[src/rtl/rng_uart_tx.sv]
// rtl/rng_uart_tx.sv - 8N1 UART transmitter with a 4-byte input FIFO for an RNG core
//
// Purpose: serialises random bytes from an upstream generator onto an 8N1
// line (idle high, LSB first) and keeps the last four transmitted bytes
// for a hex display.
//
// Ports:
//   clk        sole clock, rising edge
//   reset      synchronous active-low reset
//   in_data    byte offered by the generator
//   in_valid   in_data valid this cycle
//   in_ready   a byte can be accepted this cycle
//   TxD        registered serial output
//   busy       frame in progress or bytes queued
//   disp_word  last four transmitted bytes, newest in [7:0]

module rng_uart_tx #(
   parameter int comm_clk_frequency = 50_000_000,
   parameter int baud_rate          = 115200
) (
   input  logic        clk,
   input  logic        reset,
   input  logic [7:0]  in_data,
   input  logic        in_valid,
   output logic        in_ready,
   output logic        TxD,
   output logic        busy,
   output logic [31:0] disp_word
);

   localparam int DIV   = comm_clk_frequency / baud_rate;
   localparam int CNT_W = (DIV > 2) ? $clog2(DIV) : 1;

   generate
      if (DIV < 2) begin : g_div_check
         $error("rng_uart_tx: clock/baud ratio must be at least 2");
      end
   endgenerate

   localparam logic [1:0] ST_IDLE  = 2'd0;
   localparam logic [1:0] ST_START = 2'd1;
   localparam logic [1:0] ST_DATA  = 2'd2;
   localparam logic [1:0] ST_STOP  = 2'd3;

   localparam logic [CNT_W-1:0] CNT_LAST = CNT_W'(DIV - 1);

   logic [1:0]       state_q, state_d;
   logic [CNT_W-1:0] bit_cnt_q, bit_cnt_d;
   logic [2:0]       bit_idx_q, bit_idx_d;
   logic [7:0]       shift_q, shift_d;
   logic             txd_q, txd_d;
   logic [31:0]      disp_word_q, disp_word_d;

   logic [7:0]       mem_q [4];
   logic [7:0]       mem_d [4];
   logic [1:0]       wr_ptr_q, wr_ptr_d;
   logic [1:0]       rd_ptr_q, rd_ptr_d;
   logic [2:0]       count_q, count_d;

   logic             push;
   logic             pop;
   logic             bit_done;

   // Ready depends only on the registered count, so a pop in the same
   // cycle cannot make room for a push while full. The reset term keeps
   // the port low while reset is held; reset is synchronous to clk.
   assign in_ready  = reset && (count_q < 3'd4);
   assign push      = in_valid && in_ready;
   assign bit_done  = (bit_cnt_q == CNT_LAST);

   assign TxD       = txd_q;
   assign busy      = (state_q != ST_IDLE) || (count_q != 3'd0);
   assign disp_word = disp_word_q;

   always_comb begin
      state_d     = state_q;
      bit_cnt_d   = bit_cnt_q;
      bit_idx_d   = bit_idx_q;
      shift_d     = shift_q;
      disp_word_d = disp_word_q;
      pop         = 1'b0;

      case (state_q)
         ST_IDLE: begin
            if (count_q != 3'd0) begin
               pop         = 1'b1;
               shift_d     = mem_q[rd_ptr_q];
               disp_word_d = {disp_word_q[23:0], mem_q[rd_ptr_q]};
               bit_cnt_d   = '0;
               state_d     = ST_START;
            end
         end
         ST_START: begin
            if (bit_done) begin
               bit_cnt_d = '0;
               bit_idx_d = 3'd0;
               state_d   = ST_DATA;
            end else begin
               bit_cnt_d = bit_cnt_q + CNT_W'(1);
            end
         end
         ST_DATA: begin
            if (bit_done) begin
               bit_cnt_d = '0;
               if (bit_idx_q == 3'd7) begin
                  state_d = ST_STOP;
               end else begin
                  bit_idx_d = bit_idx_q + 3'd1;
               end
            end else begin
               bit_cnt_d = bit_cnt_q + CNT_W'(1);
            end
         end
         default: begin
            if (bit_done) begin
               bit_cnt_d = '0;
               state_d   = ST_IDLE;
            end else begin
               bit_cnt_d = bit_cnt_q + CNT_W'(1);
            end
         end
      endcase

      // Line level follows the next state so the start bit appears on the
      // edge that pops the byte.
      case (state_d)
         ST_START: txd_d = 1'b0;
         ST_DATA:  txd_d = shift_d[bit_idx_d];
         default:  txd_d = 1'b1;
      endcase
   end

   always_comb begin
      mem_d    = mem_q;
      wr_ptr_d = wr_ptr_q;
      rd_ptr_d = rd_ptr_q;
      count_d  = count_q;
      if (push) begin
         mem_d[wr_ptr_q] = in_data;
         wr_ptr_d        = wr_ptr_q + 2'd1;
      end
      if (pop) begin
         rd_ptr_d = rd_ptr_q + 2'd1;
      end
      case ({push, pop})
         2'b10:   count_d = count_q + 3'd1;
         2'b01:   count_d = count_q - 3'd1;
         default: count_d = count_q;
      endcase
   end

   always_ff @(posedge clk) begin
      if (!reset) begin
         state_q     <= ST_IDLE;
         bit_cnt_q   <= '0;
         bit_idx_q   <= 3'd0;
         shift_q     <= 8'h00;
         txd_q       <= 1'b1;
         disp_word_q <= 32'h0;
         wr_ptr_q    <= 2'd0;
         rd_ptr_q    <= 2'd0;
         count_q     <= 3'd0;
         for (int i = 0; i < 4; i++) begin
            mem_q[i] <= 8'h00;
         end
      end else begin
         state_q     <= state_d;
         bit_cnt_q   <= bit_cnt_d;
         bit_idx_q   <= bit_idx_d;
         shift_q     <= shift_d;
         txd_q       <= txd_d;
         disp_word_q <= disp_word_d;
         wr_ptr_q    <= wr_ptr_d;
         rd_ptr_q    <= rd_ptr_d;
         count_q     <= count_d;
         for (int i = 0; i < 4; i++) begin
            mem_q[i] <= mem_d[i];
         end
      end
   end

endmodule

[config.mk]
export PLATFORM = sky130hd
export DESIGN_NAME = rng_uart_tx
export DESIGN_NICKNAME = d
export VERILOG_FILES = /design/src/rtl/rng_uart_tx.sv
export SDC_FILE = /design/constraint.sdc
export NUM_CORES = 1
export LEC_CHECK = 0
export BUFFER_PORTS_ARGS = -buffer_cell sky130_fd_sc_hd__buf_2
export CORE_MARGIN = 10
export CORE_UTILIZATION = 60
export CTS_CLUSTER_DIAMETER = 100
export CTS_CLUSTER_SIZE = 16
export DETAILED_ROUTE_END_ITERATION = 8
export PLACE_DENSITY_LB_ADDON = 0.3
export SLEW_MARGIN = 5
export SYNTH_ARGS = -nofsm -noshare
export SYNTH_HDL_FRONTEND = slang
export SYNTH_SLANG_ARGS = --single-unit
[constraint.sdc]
create_clock -name clk -period 4.2 [get_ports clk]
set_clock_uncertainty 0.1 [all_clocks]
set_input_delay 0.63 -clock clk [delete_from_list [all_inputs] [get_ports clk]]
set_output_delay 0.63 -clock clk [all_outputs]
set_load 0.01 [all_outputs]
# [After elaboration in Yosys (flattened, before gate mapping)]
# Index checks and enable logic that the tools add are counted.
[word_totals] reg_bits=94 input_bits=11 output_inout_bits=35 elab_cells=71
[op_classes] add_sub_neg=6 magnitude_cmp=5 n_eq_ne=9 n_mux=27 bitwise=2 n_reduce_logical=9
[op_table] cell="8-bit two-way mux" n=5
[op_table] cell="32-bit bitwise mux" n=1
[op_table] cell="9-bit two-way mux" n=3
[op_table] cell="8-bit binary-select mux with 2-bit select" n=1
[op_table] cell="8-bit demux with 2-bit select" n=1
[op_table] cell="3-bit case mux with 2 select lines" n=2
[op_table] cell="2-bit two-way mux" n=5
[op_table] cell="9-bit by 1-bit adder with 9-bit output, second input constant" n=1
[op_table] cell="9-bit == test, second input constant" n=1
[op_table] cell="3-bit two-way mux" n=3
[op_table] cell="3-bit by 1-bit adder with 3-bit output, second input constant" n=2
[op_table] cell="2-bit by 1-bit == test with 1-bit output, second input constant" n=3
[op_table] cell="2-bit == test, second input constant" n=3
[op_table] cell="3-bit greater-or-equal comparator, second input constant" n=2
[op_table] cell="2-bit inverter with 3-bit output" n=2
[op_table] cell="2-bit case mux with 3 select lines" n=1
[op_table] cell="2-bit by 1-bit adder with 2-bit output, second input constant" n=2
[op_table] cell="3-bit by 4-bit less-than comparator with 1-bit output, second input constant" n=1
[op_table] cell="2-bit nonzero test" n=2
[op_table] cell="1-bit binary-select mux with 3-bit select" n=1
[op_table] cell="3-bit == test, second input constant" n=1
[op_table] cell="1-bit logical AND" n=3
[op_table] cell="3-bit by 1-bit less-than comparator with 1-bit output, second input constant" n=1
[op_table] cell="3-bit less-than comparator, second input constant" n=1
[op_table] cell="other kinds (8)" n=10

# [Depth between registers and ports, before layout]
[logic_depth] ltp_word=9 ltp_mapped=12 ltp_nobuf=11

# [Least setup slack after synthesis]
# No wires, ideal clock.
[synth_path] path_type="register to register" from="reg state_q[0]" to="reg count_q[2]" setup_ns=0.070 t_arrival_ns=2.711 required_ns=4.030 path_slack_ns=1.319 stages_incl_launch_ff=13 n_path_buf=2 synth_period_minus_slack_ns=2.881 cell_sequence="dfxtp_1 inv_1 ha_1 o31ai_2 inv_1 clkbuf_1 buf_1 ha_1 inv_1 fa_1 xor2_1 or3_1 a21oi_1"
[synth_between] elab_chain_cells=4 word_cells_on_any_way=6 classes_between="2 x eq/ne; 2 x mux; 2 x reduce/logical"
[synth_lines] item="from (decl)" line_no="47" rtl="logic [1:0] state_q, state_d;"
[synth_lines] item="from (signal assigned)" line_no="167" rtl="state_q <= state_d;"
[synth_lines] item="2-bit logical NOT (*)" line_no="83" rtl="case (state_q)"
[synth_lines] item="1-bit two-way mux (*)" line_no="83"
[synth_lines] item="named net pop" line_no="61" rtl="logic pop;"
[synth_lines] item="2-bit by 1-bit == test with 1-bit output / 2-bit == test (equally long branches)" line_no="145" rtl="case ({push, pop})"
[synth_lines] item="3-bit case mux with 2 select lines / 2-bit nonzero test (equally long branches)"
[synth_lines] item="to (signal assigned)" line_no="175" rtl="count_q <= count_d;"
[synth_lines] item="to (decl)" line_no="58" rtl="logic [2:0] count_q, count_d;"
# The timed path passes the listed nets; every way through them passes the cells marked *.
# A chain may end at the register's enable or synchronous reset.

# [Worst setup path after layout]
[layout_path] from="reg state_q[0]" to="reg txd_q, in the netlist TxD"
[layout_between] elab_chain_cells=5 word_cells_on_any_way=16 classes_between="4 x eq/ne; 11 x mux; 1 x reduce/logical"
[layout_lines] item="2-bit == test, or another cell as far along" line_no="83"
[layout_lines] item="3-bit case mux with 2 select lines, or another cell as far along" line_no="83"
[layout_lines] item="1-bit binary-select mux with 3-bit select / 2-bit case mux with 3 select lines (equally long branches)" line_no="128, 83"
[layout_lines] item="1-bit two-way mux (implied by the code), or another cell as far along" line_no="128" rtl="ST_DATA: txd_d = shift_d[bit_idx_d];"
[layout_lines] item="1-bit case mux with 2 select lines (*)" line_no="126" rtl="case (state_d)"
[layout_lines] item="to (signal assigned)" line_no="171" rtl="txd_q <= txd_d;"
[layout_lines] item="to (decl)" line_no="51" rtl="logic txd_q, txd_d;"
# Mark *: on every way between the ends. The rest lies on a longest branch, timed or not. The select of a mux whose other input is x is not followed.

==> reports/results.tsv <==
metric	value	unit
outcome	complete, no violations	
initial drt markers	199	
Global Route Usage Sum	0.173	
CTS H-tree depth	3	
grt ovf	0	
I/O pin count	46	
pin count of the biggest net entering global routing	93	
wire length per cell	14.9	µm
hold wc startpoint	disp_word[24]	
via count	3374	
Synth Instances	489	
Synth cell types	45	
CTS Sinks	94	
Die X-Extent	102	µm
initial antenna violation count	0	
most frequent cells in the layout	139 x nand2_1, 94 x dfxtp_1, 87 x a21oi_1	
ys flop type	dfxtp_1	
clock-pin slew on the worst setup and hold paths	100	ps
arrival time worst endpoint	2900	ps
RSZ-0062 raised after global routing	false	
pre-CTS setup slack	1490	ps
Rel. slew slack	0.392	
global-route wire length before repair	14800	µm
fin nets	548	
Post-Syn Area	4030	µm²
worst r2r path cells	11	
Root Buffer	clkbuf_8	
port bufs	45	
power per cell area	500	nW/µm²
Layout area overhead	10.5	%
cts repair resizes	0	
Filler cells	512	
r2r startpoint	state_q[0]	
Setup crit end kind	register	
DP HPWL	6200	µm
DRT Wirelength	8980	µm
leak pwr	1.71	nW
Initial Utilization	0.628	
CTS Buffer Depth	2	
Finished Core Util	0.694	
setup ws final	1440	ps
Avg Cell Area, Syn	8.24	µm²
Startpoint Class	register	
Hold Crit Class	register to register	
WHS Path Cells	2	
Post-CTS Hold Fix Bufs	0	
Worst Hold Path EP	disp_word[24]	
drt drc	0	
Seq/Total Area, Yosys	0.467	
remaining antenna violation count after routing	0	
Slew Limit Fails	0	
DR vias/cell	5.59	
Mapped Nets	515	
Final GP Congestion	0.794	
commonest non-fill, non-tap cell in the layout	nand2_1	
clock tree from TritonCTS	done	
Core Area	6420	µm²
minimum clock period	2760	ps
r2r endpoint	TxD	
share of cells above drive strength 1	0.156	
Async S/R FF share, synth	0	
Max Clock Freq	362	MHz
warnings from Yosys	0	
critical path class	register to register	
Crit path required time	4340	ps
final std cells w/o fill	604	
Clk Latency, worst-skew pair	360	ps
Yosys reg bits	94	
TNS Setup	0	ps
floorplan row count	29	
largest vdd supply drop	0.356	mV
Crit Path Max Fanout	42	
DR pass1 iterations	5	
number of antenna diodes	0	
flop2flop setup slack	1440	ps
Die Y	102	µm
vias in the first global route	3153	
Post-synth EDFFs	0	
setup repair bufs after CTS	0	
worst-margin pin slew	913	ps
period utilisation layout	0.658	
# setup viols final	0	
MaxCap Viol Count	0	
die area	10400	µm²
Final Hold Viols	0	
cts bufs inserted	9	
Power Total	2.23	mW
total placed cells including tap cells	588	
==> synth_stat cells (2+ instances only) <==
master	instances	area (µm²)
buf_1	4	15.0
xnor2_1	2	17.5
a311oi_1	4	35.0
o21ai_0	7	35.0
ha_1	14	175
a21oi_1	87	435
xor2_1	3	26.3
nand2_1	139	522
a211oi_1	3	22.5
and2_1	9	56.3
dfxtp_1	94	1880
nand3_1	7	35.0
mux4_2	8	180
nor2_1	32	120
inv_1	17	63.8
o31ai_2	2	25.0
or3_1	2	12.5
clkbuf_1	19	71.3
mux2i_1	2	20.0
and3_1	7	43.8
nor3_1	3	15.0
==> kinds of logic after synthesis <==
group | count (synthesis) | synth area share
xor gates and xnor gates | 5 | 0.0109
muxes | 10 | 0.0497
AOI/OAI and AO/OA | 116 | 0.164
buffers and inverters | 43 | 0.0431
DFF | 94 | 0.467
and+or+nand+nor | 206 | 0.217
adders and majority gates | 15 | 0.0484
==> how the worst max path moves through the flow <==
stage / slack (ps) / from / cells past startpoint / to
after floorplan: 1320 / state_q[0] / 12 / count_q[2]
after global placement: 1590 / state_q[0] / 11 / TxD
after detailed placement: 1490 / state_q[0] / 11 / TxD
after CTS: 1440 / state_q[0] / 11 / TxD
after global routing: 1190 / state_q[0] / 11 / TxD
final: 1440 / state_q[0] / 11 / TxD
==> through the flow <==
| step | hold slack, ps | area, µm² |
|---|---|---|
| after floorplan | 333 | 4030 |
| after global placement | 339 | 4270 |
| after detailed placement | 343 | 4270 |
| after CTS | 357 | 4450 |
| after global routing | 372 | 4450 |
| final | 354 | 4450 |
==> sequential cells by signal (all words and copies together), names as in the netlist <==
name / flops
wr_ptr_q: 2
bit_idx_q: 3
disp_word: 32
mem_q: 32
state_q: 2
bit_cnt_q: 9
count_q: 3
rd_ptr_q: 2
TxD: 1
shift_q: 8
==> worst max-delay path, cell delays in order, from the launching register on <==
cell and delay, ps:
dfxtp_1 430, inv_1 110, ha_1 300, o31ai_4 80
buf_4 390, inv_1 120, buf_4 260, and2_1 200
a21oi_1 160, mux2i_1 100, a211oi_1 260, o311ai_1 110
==> routing by layer <==
metal / GRT usage / share of wire
met1: 0.214 / 0.43
met2: 0.289 / 0.50
met3: 0.0344 / 0.052
met4: 0.0716 / 0.014
met5: 0 / 0
==> where the power goes <==
group | internal (mW) | total, mW | switching (mW)
Combinational | 0.215 | 0.647 | 0.432
Clock | 0.225 | 0.553 | 0.328
Sequential | 0.950 | 1.03 | 0.0779
==> area by class of cell <==
cell class | instances | area [µm²] | area share
multi-input combinational | 352 | 1980 | 0.446
sequential | 94 | 1880 | 0.422
timing repair buffer | 48 | 248 | 0.0556
clock buffer | 10 | 128 | 0.0287
tap | 77 | 96.3 | 0.0216
inverter | 17 | 63.8 | 0.0143
clock inverter | 6 | 52.6 | 0.0118
Power figures use the tool's default switching activity.
